--- src/rtl/regfile_mp.sv ---
// =============================================================================
// regfile_mp : multi-read-port integer register file with post-reset clear
// sequencer; optional write trace port under macro REGFILE_TRACE_EN.  Rev 1.0
// =============================================================================
`default_nettype none

module regfile_mp #(
  parameter int XLEN   = 32,
  parameter int NREGS  = 32,
  parameter int NRD    = 2,
  parameter int BYPASS = 1,
  localparam int AW    = $clog2(NREGS)
) (
  input  logic                clk,
  input  logic                rst_n,
  output logic                ready,
  input  logic [NRD*AW-1:0]   rs_addr,
  output logic [NRD*XLEN-1:0] rs_data,
  input  logic                rd_we,
  input  logic [AW-1:0]       rd_addr,
  input  logic [XLEN-1:0]     rd_data
`ifdef REGFILE_TRACE_EN
  ,
  output logic                trace_valid,
  output logic [AW-1:0]       trace_addr,
  output logic [XLEN-1:0]     trace_data
`endif
);

  localparam logic [0:0]    c_CLEAR = 1'b0;
  localparam logic [0:0]    c_READY = 1'b1;
  localparam logic [AW-1:0] c_LAST  = AW'(NREGS - 1);

  logic [0:0]       r_state;
  logic [0:0]       w_state_nxt;
  logic [AW-1:0]    r_clr_idx;
  logic             w_clr_we;
  logic             w_ready;
  logic             w_wr_acc;
  logic [XLEN-1:0]  r_mem [NREGS];

  // State register
  always_ff @(posedge clk) begin
    if (!rst_n) begin
      r_state   <= c_CLEAR;
      r_clr_idx <= AW'(1);
    end else begin
      r_state <= w_state_nxt;
      if (w_clr_we) begin
        r_clr_idx <= r_clr_idx + AW'(1);
      end
    end
  end

  // Next-state logic
  always_comb begin
    w_state_nxt = r_state;
    if (r_state == c_CLEAR && r_clr_idx == c_LAST) begin
      w_state_nxt = c_READY;
    end
  end

  // Output decode
  always_comb begin
    w_clr_we = (r_state == c_CLEAR);
    w_ready  = (r_state == c_READY);
  end

  assign ready    = w_ready;
  assign w_wr_acc = rd_we & w_ready & rst_n;

  // Storage is not reset; the clear sequencer zeroes it before ready rises.
  always_ff @(posedge clk) begin
    if (rst_n) begin
      if (w_clr_we) begin
        r_mem[r_clr_idx] <= '0;
      end else if (w_wr_acc && rd_addr != '0) begin
        r_mem[rd_addr] <= rd_data;
      end
    end
  end

  for (genvar gi = 0; gi < NRD; gi++) begin : g_rd
    logic [AW-1:0] w_addr;
    logic          w_byp;
    assign w_addr = rs_addr[gi*AW +: AW];
    assign w_byp  = (BYPASS != 0) && w_wr_acc && (rd_addr == w_addr);
    assign rs_data[gi*XLEN +: XLEN] = (!w_ready || w_addr == '0) ? '0 :
                                      w_byp ? rd_data : r_mem[w_addr];
  end

`ifdef REGFILE_TRACE_EN
  always_ff @(posedge clk) begin
    if (!rst_n) begin
      trace_valid <= 1'b0;
      trace_addr  <= '0;
      trace_data  <= '0;
    end else if (w_wr_acc) begin
      trace_valid <= 1'b1;
      trace_addr  <= rd_addr;
      trace_data  <= (rd_addr == '0) ? '0 : rd_data;
    end else begin
      trace_valid <= 1'b0;
    end
  end
`endif

endmodule

`default_nettype wire
--- config.mk ---
export PLATFORM = sky130hd
export DESIGN_NAME = regfile_mp
export DESIGN_NICKNAME = d
export VERILOG_FILES = /design/src/rtl/regfile_mp.sv
export SDC_FILE = /design/constraint.sdc
export NUM_CORES = 1
export LEC_CHECK = 0
export CAP_MARGIN = 5
export CORE_MARGIN = 2
export CORE_UTILIZATION = 39
export CTS_CLUSTER_SIZE = 24
export DETAILED_ROUTE_END_ITERATION = 8
export PLACE_DENSITY = 0.59
export SLEW_MARGIN = 20
export SYNTH_ARGS = -nofsm -noshare
export SYNTH_HDL_FRONTEND = slang
export SYNTH_SLANG_ARGS = --single-unit
export TNS_END_PERCENT = 50
--- constraint.sdc ---
create_clock -name clk -period 5.7 [get_ports clk]
set_input_delay 1.71 -clock clk [delete_from_list [all_inputs] [get_ports clk]]
set_output_delay 1.71 -clock clk [all_outputs]
set_load 0.05 [all_outputs]
==> flow_summary.json <==
{
  "drc": 0,
  "grt_start_max_net_pins": 48,
  "synth_top_area_share_pct": 63.41,
  "wl_per_cell_um": 35.67,
  "final.setup.worst_slack_ps": -12.23,
  "synth-seq-cells": 1030,
  "synth-async-reset-ratio_pct": 0,
  "overflow": 0,
  "clkPwrFrac_pct": 42.2,
  "drive_gt1_share_pct": 36.82,
  "violations": "negative setup slack",
  "vdd_ir_drop_max_v": 0.0002131,
  "multi_input_area_sq_um": 17000,
  "crit_required_ps": 3990,
  "vias_per_cell": 6.496,
  "yosysTopAreaCell": "edfxtp_1",
  "synthTopCellsByCount": "edfxtp_1 (1024), mux4_2 (352), mux2i_1 (300)",
  "hold_class": "register to register",
  "nFillCells": 10110,
  "synth_cell_types": 53,
  "cts.reportedPaths.clkPinSlew_ps": 70,
  "start_util_pct": 39.28,
  "clockBufferDepth": 3,
  "p_int_mw": 12.91,
  "fp.dieW_um": 356.6,
  "dp_hpwl_um": 107100,
  "syn_inst": 2665,
  "cap_violations": 0,
  "p_leak_nw": 19.11,
  "drt-total-wl_um": 171600,
  "fin_crit_sh_pct": 100.2,
  "synthFlopType": "edfxtp_1",
  "synth_warnings": 0,
  "num_rows": 129,
  "nets": 3134,
  "max_clock_freq_mhz": 175.1,
  "synth_area_per_cell_sq_um": 18.20,
  "clk_latency_ps": 690,
  "worst_pin_slew_ps": 1135,
  "place_area_sq_um": 55790,
  "final_hold_viol_count": 0,
  "grt_pass1_wl_um": 240000,
  "cts.root.buffer_cell": "clkbuf_16",
  "antenna_found_initial": 2,
  "htree_levels": 3,
  "gp_congestion": 0.8660,
  "skew_ps": 21.57,
  "status": "finished, violations left",
  "setup_violations": 1,
  "drtIter0Drc": 4116,
  "cts_tree": "built",
  "critPathLaunchType": "primary input",
  "synth-edff-count": 1024,
  "rsz0062_at_grt": "yes",
  "ant_nets": 0,
  "yosysSeqAreaShare_pct": 63.65,
  "die_y_um": 356.6,
  "synth_area_sq_um": 48500,
  "p_switching_mw": 3.806,
  "cts_buffers": 104,
  "area_growth_syn_to_layout_pct": 23.33,
  "slew_violations": 0,
  "numPortBuffers": 114,
  "fin_crit_ps": 5712,
  "first_global_vias": 32130,
  "stdcell_area_sq_um": 59810,
  "power_density_nw_per_um2": 279.5,
  "end_kind": "output port",
  "combPwrFrac_pct": 8.1,
  "worstPathArrival_ps": 4000,
  "switching_share_pct": 22.77,
  "yosys-top-cells-area": "edfxtp_1 (63%), mux4_2 (16%), mux2i_1 (6.2%)",
  "first_pass_iters": 5,
  "critPathMaxFanout": 21,
  "regArea_sq_um": 30870,
  "core_sq_um": 123500,
  "synth_most_common_cell": "edfxtp_1",
  "pwr-share-seq_pct": 49.7,
  "mappedNetlistNets": 2717,
  "slew_headroom_pct": 24.15,
  "cts_sinks": 1030,
  "antennaDiodeCount": 0,
  "grt_use_total_pct": 26.60,
  "dieArea_sq_um": 127200,
  "io_pins": 115,
  "holdWs_ps": 631.0,
  "crit_type": "primary input to output port",
  "vias": 31240
}
cells in the final DEF (no fill, tap or decap), types with 8 or more instances in the layout:
cell type and instances:
clkdlybuf4s50_1 40, nor4b_2 11, mux4_2 352, nor4b_1 11, o22ai_1 62, o21ai_0 22
a221o_1 8, o221ai_1 77, clkbuf_1 14, edfxtp_1 1024, mux2_2 62, a21o_1 33
clkinv_1 20, clkinv_2 25, nor2_4 35, nand2_1 14, a22o_1 52, a221oi_1 9
a22oi_1 102, a211oi_1 13, buf_4 313, a21oi_1 93, clkbuf_16 108, clkinvlp_4 8
bufinv_16 14, mux2i_1 300, and2_1 31, buf_12 163, a2bb2oi_1 10
per-layer routing:
layer	vias to the layer above	routed length, um	GRT usage (%)
met2	1867	85150	44.83
li1	12330	-	-
met1	16630	63190	34.09
met3	412	15100	3.923
met5	-	13	0
met4	2	8110	12.02
final timing paths:
check	endpoint	slack, ps	startpoint	cells past startpoint
setup / recovery	rs_data[61]	-10	rs_addr[6]	9
hold / removal	r_clr_idx[3]	630	r_clr_idx[3]	2
setup reg to reg	r_mem[24][21]	2170	ready	6
hold reg to reg	r_clr_idx[3]	630	r_clr_idx[3]	2
stage by stage:
step / power (mW) / util (%) / instances / setup WS, ps / TNS (ps)
floorplan: 9.128 / - / 2665 / 421.1 / 0
global route: 17.10 / 48.44 / 4809 / -24.99 / -67.79
CTS: 16.74 / 48.13 / 4789 / 5.335 / 0
detailed placement: 9.765 / 45.19 / 4592 / -546.0 / -10760
global placement: 9.752 / 45.17 / 4591 / -553.1 / -10170
finish: 16.72 / 48.44 / 4809 / -12.23 / -12.23
cells by family after synthesis:
| logic type | Yosys count | synth area share, % |
|---|---|---|
| buf+inv | 232 | 2.451 |
| compound gates | 516 | 7.740 |
| mux | 714 | 23.98 |
| xor+xnor | 13 | 0.2348 |
| flops | 1030 | 63.65 |
| fa+ha+maj | 2 | 0.05159 |
| simple gates | 158 | 1.889 |
what timing repair did:
| item | in CTS | in global routing |
|---|---|---|
| setup endpoints to repair | 63 | 27 |
| cloned | 1 | 2 |
| pin swaps | 4 | 0 |
| setup buffers | 0 | 18 |
| hold buffers | 0 | 0 |
| gates resized for setup | 27 | 29 |
power by group through the flow:
stage | logic, mW | registers, mW | clock network, mW
after floorplan | 0.675 | 8.45 | 0
after global placement | 1.30 | 8.45 | 0
after detailed placement | 1.30 | 8.46 | 0
after CTS | 1.32 | 8.30 | 7.12
after global routing | 1.40 | 8.30 | 7.40
final | 1.36 | 8.30 | 7.06
critical path, stage by stage:
cell       delay [ps]
buf_16            180
buf_16            200
mux4_2            560
a22o_1            290
a2111oi_4         310
a21oi_2           140
buf_4             180
a22o_1            190
buf_6             150
layout make-up:
class | count | share of cell area (%)
Multi-Input combinational cell | 1404 | 28.43
Clock buffer | 120 | 4.523
Tap cell | 1637 | 3.425
Timing Repair Buffer | 536 | 10.64
Clock inverter | 76 | 1.326
Sequential cell | 1030 | 51.61
Inverter | 6 | 0.04184
flip-flops by register name (all words and copies together) (netlist names):
register	count
r_clr_idx	5
ready	1
r_mem	1024
No activity file was read; power rests on OpenSTA's default activity.
